$ cat config.mk
export PLATFORM = sky130hd
export DESIGN_NAME = bcd_7seg_scan_driver_flat
export DESIGN_NICKNAME = d
export VERILOG_FILES = /design/src/rtl/seg7_pkg.sv /design/src/rtl/bcd_7seg_scan_driver_if.sv /design/src/rtl/bcd_to_seg7_dec.sv /design/src/rtl/bcd_7seg_scan_driver.sv /design/src/flat_wrapper.sv
export SDC_FILE = /design/constraint.sdc
export NUM_CORES = 1
export LEC_CHECK = 0
export ABC_AREA = 1
export BUFFER_PORTS_ARGS = -buffer_cell sky130_fd_sc_hd__buf_2
export CAP_MARGIN = 5
export CORE_ASPECT_RATIO = 1.25
export CORE_MARGIN = 4
export CORE_UTILIZATION = 58
export DETAILED_ROUTE_END_ITERATION = 10
export PLACE_DENSITY = 0.85
export SLEW_MARGIN = 15
export SYNTH_ARGS = -nofsm -noshare
export SYNTH_HDL_FRONTEND = slang
export SYNTH_SLANG_ARGS = --single-unit
$ cat constraint.sdc
create_clock -name clk -period 1.9 [get_ports clk]
set_clock_uncertainty 0.15 [all_clocks]
set_input_delay 0.095 -clock clk [delete_from_list [all_inputs] [get_ports clk]]
set_output_delay 0.095 -clock clk [all_outputs]
set_load 0.01 [all_outputs]
$ cat src/rtl/seg7_pkg.sv
// Shared 7-segment definitions: active-low digit patterns and the BCD decode helper.
package seg7_pkg;

    typedef logic [6:0] seg7_t;

    localparam seg7_t SEG7_BLANK = 7'h7F;

    // {a,b,c,d,e,f,g}, a = MSB, 0 = segment lit
    localparam seg7_t SEG7_DIGIT [0:9] = '{
        7'b0000001, 7'b1001111, 7'b0010010, 7'b0000110, 7'b1001100,
        7'b0100100, 7'b0100000, 7'b0001111, 7'b0000000, 7'b0000100
    };

    function automatic seg7_t seg7_decode(input logic [3:0] bcd);
        if (bcd > 4'd9)
            return SEG7_BLANK;
        return SEG7_DIGIT[bcd];
    endfunction

endpackage

$ cat src/rtl/bcd_7seg_scan_driver_if.sv
// Datapath-side bus of the scan driver: load/data inputs and the registered pin outputs.
interface bcd_7seg_scan_driver_if #(
    parameter int NUM_DIGITS = 4
);
    logic                      en;
    logic                      load;
    logic [4*NUM_DIGITS-1:0]   bcd_in;
    logic [NUM_DIGITS-1:0]     dp_in;
    logic                      blank_lz;
    logic [6:0]                seg;
    logic                      dp;
    logic [NUM_DIGITS-1:0]     an;
    logic                      frame_done;

    modport master (
        output en, load, bcd_in, dp_in, blank_lz,
        input  seg, dp, an, frame_done
    );

    modport slave (
        input  en, load, bcd_in, dp_in, blank_lz,
        output seg, dp, an, frame_done
    );
endinterface

$ cat src/rtl/bcd_to_seg7_dec.sv
// Combinational BCD digit to active-low segment pattern; codes 10..15 decode blank.
module bcd_to_seg7_dec
    import seg7_pkg::*;
(
    input  logic [3:0] bcd,
    output seg7_t      seg
);
    assign seg = seg7_decode(bcd);
endmodule

$ cat src/rtl/bcd_7seg_scan_driver.sv
// Time-multiplexed N-digit 7-segment driver: shadow capture, slot prescaler, digit scan,
// leading-zero blanking and a one-cycle dark gap at the start of every slot.
module bcd_7seg_scan_driver
    import seg7_pkg::*;
#(
    parameter int NUM_DIGITS     = 4,
    parameter int REFRESH_DIV    = 50000,
    parameter int SEG_ACTIVE_LOW = 1,
    parameter int AN_ACTIVE_LOW  = 1
) (
    input logic                    clk,
    input logic                    rst,
    bcd_7seg_scan_driver_if.slave  bus
);
    localparam int CNT_W = $clog2(REFRESH_DIV);
    localparam int IDX_W = (NUM_DIGITS > 1) ? $clog2(NUM_DIGITS) : 1;

    localparam seg7_t                 SEG_OFF = (SEG_ACTIVE_LOW != 0) ? 7'h7F : 7'h00;
    localparam logic                  DP_OFF  = (SEG_ACTIVE_LOW != 0);
    localparam logic [NUM_DIGITS-1:0] AN_OFF  = (AN_ACTIVE_LOW != 0) ?
                                                {NUM_DIGITS{1'b1}} : {NUM_DIGITS{1'b0}};

    logic  [NUM_DIGITS-1:0][3:0] shadow_bcd;
    logic  [NUM_DIGITS-1:0]      shadow_dp;
    logic  [CNT_W-1:0]           cnt;
    logic  [IDX_W-1:0]           idx;
    seg7_t [NUM_DIGITS-1:0]      dec_seg;
    logic  [NUM_DIGITS-1:0]      blank_mask;
    logic  [NUM_DIGITS-1:0]      an_sel;
    logic                        slot_end;
    logic                        frame_end;
    logic                        lz_run;

    seg7_t                       seg_n;
    logic                        dp_n;
    logic  [NUM_DIGITS-1:0]      an_n;
    seg7_t                       seg_q;
    logic                        dp_q;
    logic  [NUM_DIGITS-1:0]      an_q;
    logic                        frame_done_q;

    for (genvar i = 0; i < NUM_DIGITS; i++) begin : g_digit
        bcd_to_seg7_dec u_dec (
            .bcd (shadow_bcd[i]),
            .seg (dec_seg[i])
        );
    end

    // Digit i>0 is a leading zero when it and every digit above it is exactly 4'h0.
    always_comb begin
        lz_run     = 1'b1;
        blank_mask = '0;
        for (int i = NUM_DIGITS - 1; i > 0; i--) begin
            lz_run        = lz_run && (shadow_bcd[i] == 4'h0);
            blank_mask[i] = bus.blank_lz && lz_run;
        end
    end

    assign slot_end  = (cnt == CNT_W'(REFRESH_DIV - 1));
    assign frame_end = slot_end && (idx == IDX_W'(NUM_DIGITS - 1));
    assign an_sel    = NUM_DIGITS'(1) << idx;

    // cnt==0 is the anti-ghost gap: anodes released while the segment pattern changes.
    always_comb begin
        seg_n = SEG_OFF;
        dp_n  = DP_OFF;
        an_n  = AN_OFF;
        if (bus.en && (cnt != '0)) begin
            an_n  = (AN_ACTIVE_LOW != 0) ? ~an_sel : an_sel;
            seg_n = blank_mask[idx] ? SEG7_BLANK : dec_seg[idx];
            if (SEG_ACTIVE_LOW == 0)
                seg_n = ~seg_n;
            dp_n  = (SEG_ACTIVE_LOW != 0) ? ~shadow_dp[idx] : shadow_dp[idx];
        end
    end

    always_ff @(posedge clk) begin
        if (rst) begin
            shadow_bcd   <= '0;
            shadow_dp    <= '0;
            cnt          <= '0;
            idx          <= '0;
            seg_q        <= SEG_OFF;
            dp_q         <= DP_OFF;
            an_q         <= AN_OFF;
            frame_done_q <= 1'b0;
        end else begin
            if (bus.load) begin
                shadow_bcd <= bus.bcd_in;
                shadow_dp  <= bus.dp_in;
            end
            if (bus.en) begin
                if (slot_end) begin
                    cnt <= '0;
                    idx <= frame_end ? '0 : idx + 1'b1;
                end else begin
                    cnt <= cnt + 1'b1;
                end
            end
            seg_q        <= seg_n;
            dp_q         <= dp_n;
            an_q         <= an_n;
            frame_done_q <= bus.en && frame_end;
        end
    end

    assign bus.seg        = seg_q;
    assign bus.dp         = dp_q;
    assign bus.an         = an_q;
    assign bus.frame_done = frame_done_q;

endmodule

$ cat src/flat_wrapper.sv
// flat-port wrapper written by rule: the top's interface ports become plain ports
module bcd_7seg_scan_driver_flat import seg7_pkg::*;
#(
    parameter int NUM_DIGITS     = 4,
    parameter int REFRESH_DIV    = 50000,
    parameter int SEG_ACTIVE_LOW = 1,
    parameter int AN_ACTIVE_LOW  = 1
)
  (clk, rst, bus_en, bus_load, bus_bcd_in, bus_dp_in, bus_blank_lz, bus_seg, bus_dp, bus_an, bus_frame_done);
  bcd_7seg_scan_driver_if #(.NUM_DIGITS(NUM_DIGITS)) bus_i ();
  input logic clk;
  input logic rst;
  input wire logic [$bits(bus_i.en)-1:0] bus_en;
  input wire logic [$bits(bus_i.load)-1:0] bus_load;
  input wire logic [$bits(bus_i.bcd_in)-1:0] bus_bcd_in;
  input wire logic [$bits(bus_i.dp_in)-1:0] bus_dp_in;
  input wire logic [$bits(bus_i.blank_lz)-1:0] bus_blank_lz;
  output wire logic [$bits(bus_i.seg)-1:0] bus_seg;
  output wire logic [$bits(bus_i.dp)-1:0] bus_dp;
  output wire logic [$bits(bus_i.an)-1:0] bus_an;
  output wire logic [$bits(bus_i.frame_done)-1:0] bus_frame_done;
  assign bus_i.en = bus_en;
  assign bus_i.load = bus_load;
  assign bus_i.bcd_in = bus_bcd_in;
  assign bus_i.dp_in = bus_dp_in;
  assign bus_i.blank_lz = bus_blank_lz;
  assign bus_seg = bus_i.seg;
  assign bus_dp = bus_i.dp;
  assign bus_an = bus_i.an;
  assign bus_frame_done = bus_i.frame_done;
  bcd_7seg_scan_driver #(.NUM_DIGITS(NUM_DIGITS), .REFRESH_DIV(REFRESH_DIV), .SEG_ACTIVE_LOW(SEG_ACTIVE_LOW), .AN_ACTIVE_LOW(AN_ACTIVE_LOW)) u_core (.clk(clk), .rst(rst), .bus(bus_i));
endmodule
==> results.sh <==
export IMPL_antenna_cells=0
export IMPL_place_port_buffers=37
export IMPL_setup_tns_ns=0
export IMPL_syn_nets=512
export IMPL_max_freq_ghz=0.571
export IMPL_drt_iter0_markers=149
export IMPL_mostFrequentLayoutCells="nand2_1 (129), nor2_1 (60), dfxtp_1 (51)"
export IMPL_track_usage_pct=23.4
export IMPL_grt_first_pass_wirelength_microns=12000
export IMPL_dp_hpwl_microns=5320
export IMPL_fillers=446
export IMPL_finalSetupViolCount=0
export IMPL_initial_utilization_pct=59.6
export IMPL_antenna_found_initial=0
export IMPL_holdCritPathClass="in2reg"
export IMPL_clk_insertion_delay_late_ns=0.30
export IMPL_synthAdderAreaFrac_pct=10.7
export IMPL_cp_num_buf_inv=5
export IMPL_arrival_ns=1.85
export IMPL_synth_area_leaders="dfxtp_1 (34%), nand2_1 (16%), ha_1 (11%)"
export IMPL_numCtsBuffers=5
export IMPL_final_area_sq_um=3640
export IMPL_antenna_left=0
export IMPL_syn_area_sq_um=3030
export IMPL_ys_ff_latch=51
export IMPL_total_power_uw=2130
export IMPL_clk_path_buf_depth=2
export IMPL_die_h_microns=88.8
export IMPL_rows=29
export IMPL_status="finished clean"
export IMPL_fin_crit_ns=1.75
export IMPL_synth_compound_area_share_pct=10.4
export IMPL_reg2reg_depth=10
export IMPL_irDropWorstVdd_mv=0.416
export IMPL_area_growth_synth_to_final_pct=20.1
export IMPL_p_leak_uw=0.00178
export IMPL_placed_area_sq_um=3300
export IMPL_drv_cap=0
export IMPL_routabilityCongestion=0.906
export IMPL_p_per_area_nw_per_um2=585
export IMPL_ys_seq_area_share_pct=33.7
export IMPL_slew_headroom_pct=73.5
export IMPL_worst_path_most_repeated_cell="dlygate4sd3_1"
export IMPL_syn_inst=461
export IMPL_vias=3074
export IMPL_drc_errors=0
export IMPL_cts_htree_levels=2
export IMPL_fin_nets=579
export IMPL_layout_commonest_cell="nand2_1"
export IMPL_grt_pass1_vias=2894
export IMPL_post_cts_setup_buffer_count=0
export IMPL_drt_wl_total_microns=7100
export IMPL_dieArea_sq_um=6450
export IMPL_slowest_stage="dlygate4sd3_1"
export IMPL_timing_final_hold_violations=0
export IMPL_setup_worst_path_class="in2reg"
export IMPL_cp_max_fo=28
export IMPL_synth_top_family_by_area="simple AND/OR/NAND/NOR gates"
export IMPL_core_sq_um=5080
export IMPL_clkSinkCount=51
export IMPL_synth_xor_area_share_pct=0.868
export IMPL_drive_gt1_share_pct=12.1
export IMPL_cp_data_required_time_ns=2.00
export IMPL_synth_top_area_share_pct=33.7
export IMPL_wl_per_cell_microns=12.0
export IMPL_firstDrtPassIters=7
export IMPL_ys_types=26
export IMPL_cts_tree="yes"
export IMPL_hold_path_depth=4
export IMPL_slew_violations=0
export IMPL_finalCritPeriodShare_pct=92.1
export IMPL_ioPinCount=38
export IMPL_via_per_inst=5.20
export IMPL_crit_chain="dlygate4sd3_1 -> buf_2 -> clkinv_1 -> buf_6 -> o21ai_0 -> nor2_1 -> dlygate4sd3_1"
export IMPL_crit_family="buffers and inverters"
export IMPL_worstSetupPathDepth=7
export IMPL_ys_warn_count=0
export IMPL_synth_area_per_cell_sq_um=6.57
export IMPL_fp_dieW_microns=72.6
export IMPL_synth_top_cell_by_area="dfxtp_1"
export IMPL_clk_pin_slew_ns=0.09
export IMPL_startpoint_type="primary input"
export IMPL_tightest_slew_ns=0.397
export IMPL_synthSimpleGateAreaFrac_pct=36.7
export IMPL_cp_end_kind="register"
export IMPL_crit_path_max_incr_delay_ns=0.56
export IMPL_cts_root_buffer_cell="clkbuf_8"
export IMPL_grt_max_degree=35
export IMPL_rsz0062_at_grt="no"
export IMPL_grt_overflow=0
export IMPL_synth_mux_area_share_pct=0
[cell type report]
class	count	area (sq um)	area share (%)
clock buffers	5	68.8	1.89
clock inverters	3	15.0	0.413
inverters	53	199	5.47
multi-input cells	350	1780	48.9
flip-flops and latches	51	1020	28.1
well taps	62	77.6	2.13
repair buffers	67	477	13.1
[state kept, by name (all words and copies together), names as in the netlist]
signal	flops
u_core.bus.frame_done	1
u_core.cnt	16
u_core.bus.an	4
u_core.bus.dp	1
u_core.shadow_dp	4
u_core.bus.seg	7
u_core.idx	2
u_core.shadow_bcd	16
[cells in the mapped netlist (all sizes together)]
cell type	n
o22ai	1
xor2	1
o211ai	3
or2	5
nor2	63
nand3b	3
a21boi	1
dfxtp	51
inv	49
o21ai	28
nand4	6
clkinv	4
buf	2
nor3	5
ha	26
xnor2	2
nand3	48
clkbuf	5
a21oi	27
nand2	131
[repair_timing]
action / in CTS / in global routing
hold buffers: 25 / 0
setup endpoints to repair: 0 / 1
endpoints found under the hold margin: 24 / 0
gates resized for setup: 0 / 1
[worst paths after layout]
check	from	to	slack, ns
setup reg to reg	u_core.shadow_bcd[4]	u_core.bus.seg[2]	0.21
hold reg to reg	u_core.shadow_dp[0]	u_core.shadow_dp[0]	0.34
setup / recovery	rst	u_core.shadow_dp[3]	0.15
hold / removal	bus_load	u_core.shadow_bcd[1]	0.28
[metrics by stage]
stage / hold slack (ns) / instances / utilization [%] / setup slack [ns]
finish: 0.280 / 591 / 71.6 / 0.149
CTS: 0.271 / 591 / 71.5 / 0.129
global route: 0.354 / 591 / 71.6 / 0.0480
floorplan: 0.0141 / 461 / - / 0.416
detailed placement: 0.185 / 558 / 65.0 / 0.218
global placement: 0.178 / 558 / 65.0 / 0.231
[tightest hold or removal path, cell delays in order]
cell      delay (ns)
buf_2           0.12
clkinv_1        0.08
buf_4           0.29
a21oi_1         0.10
[report_power, final]
group / internal [uW] / switching [uW]
clock: 253 / 352
combinational: 165 / 210
sequential: 1110 / 36.4
total: 1530 / 598
[per-layer routing]
metal / GRT usage, % / vias up / share of wire [%]
met5: 0 / - / 0
met4: 11.2 / 0 / 3.8
met3: 3.75 / 28 / 4.2
met2: 44.4 / 79 / 52
met1: 24.7 / 1352 / 40
li1: - / 1615 / -
[cells by family (layout without fill, tap and decap cells)]
group | count (synthesis) | after routing
fa+ha+maj | 26 | 26
simple gates | 261 | 261
compound gates | 60 | 60
flops | 51 | 51
xor+xnor | 3 | 3
buf+inv | 60 | 128
Note: power is estimated with default switching activity, not from simulation.
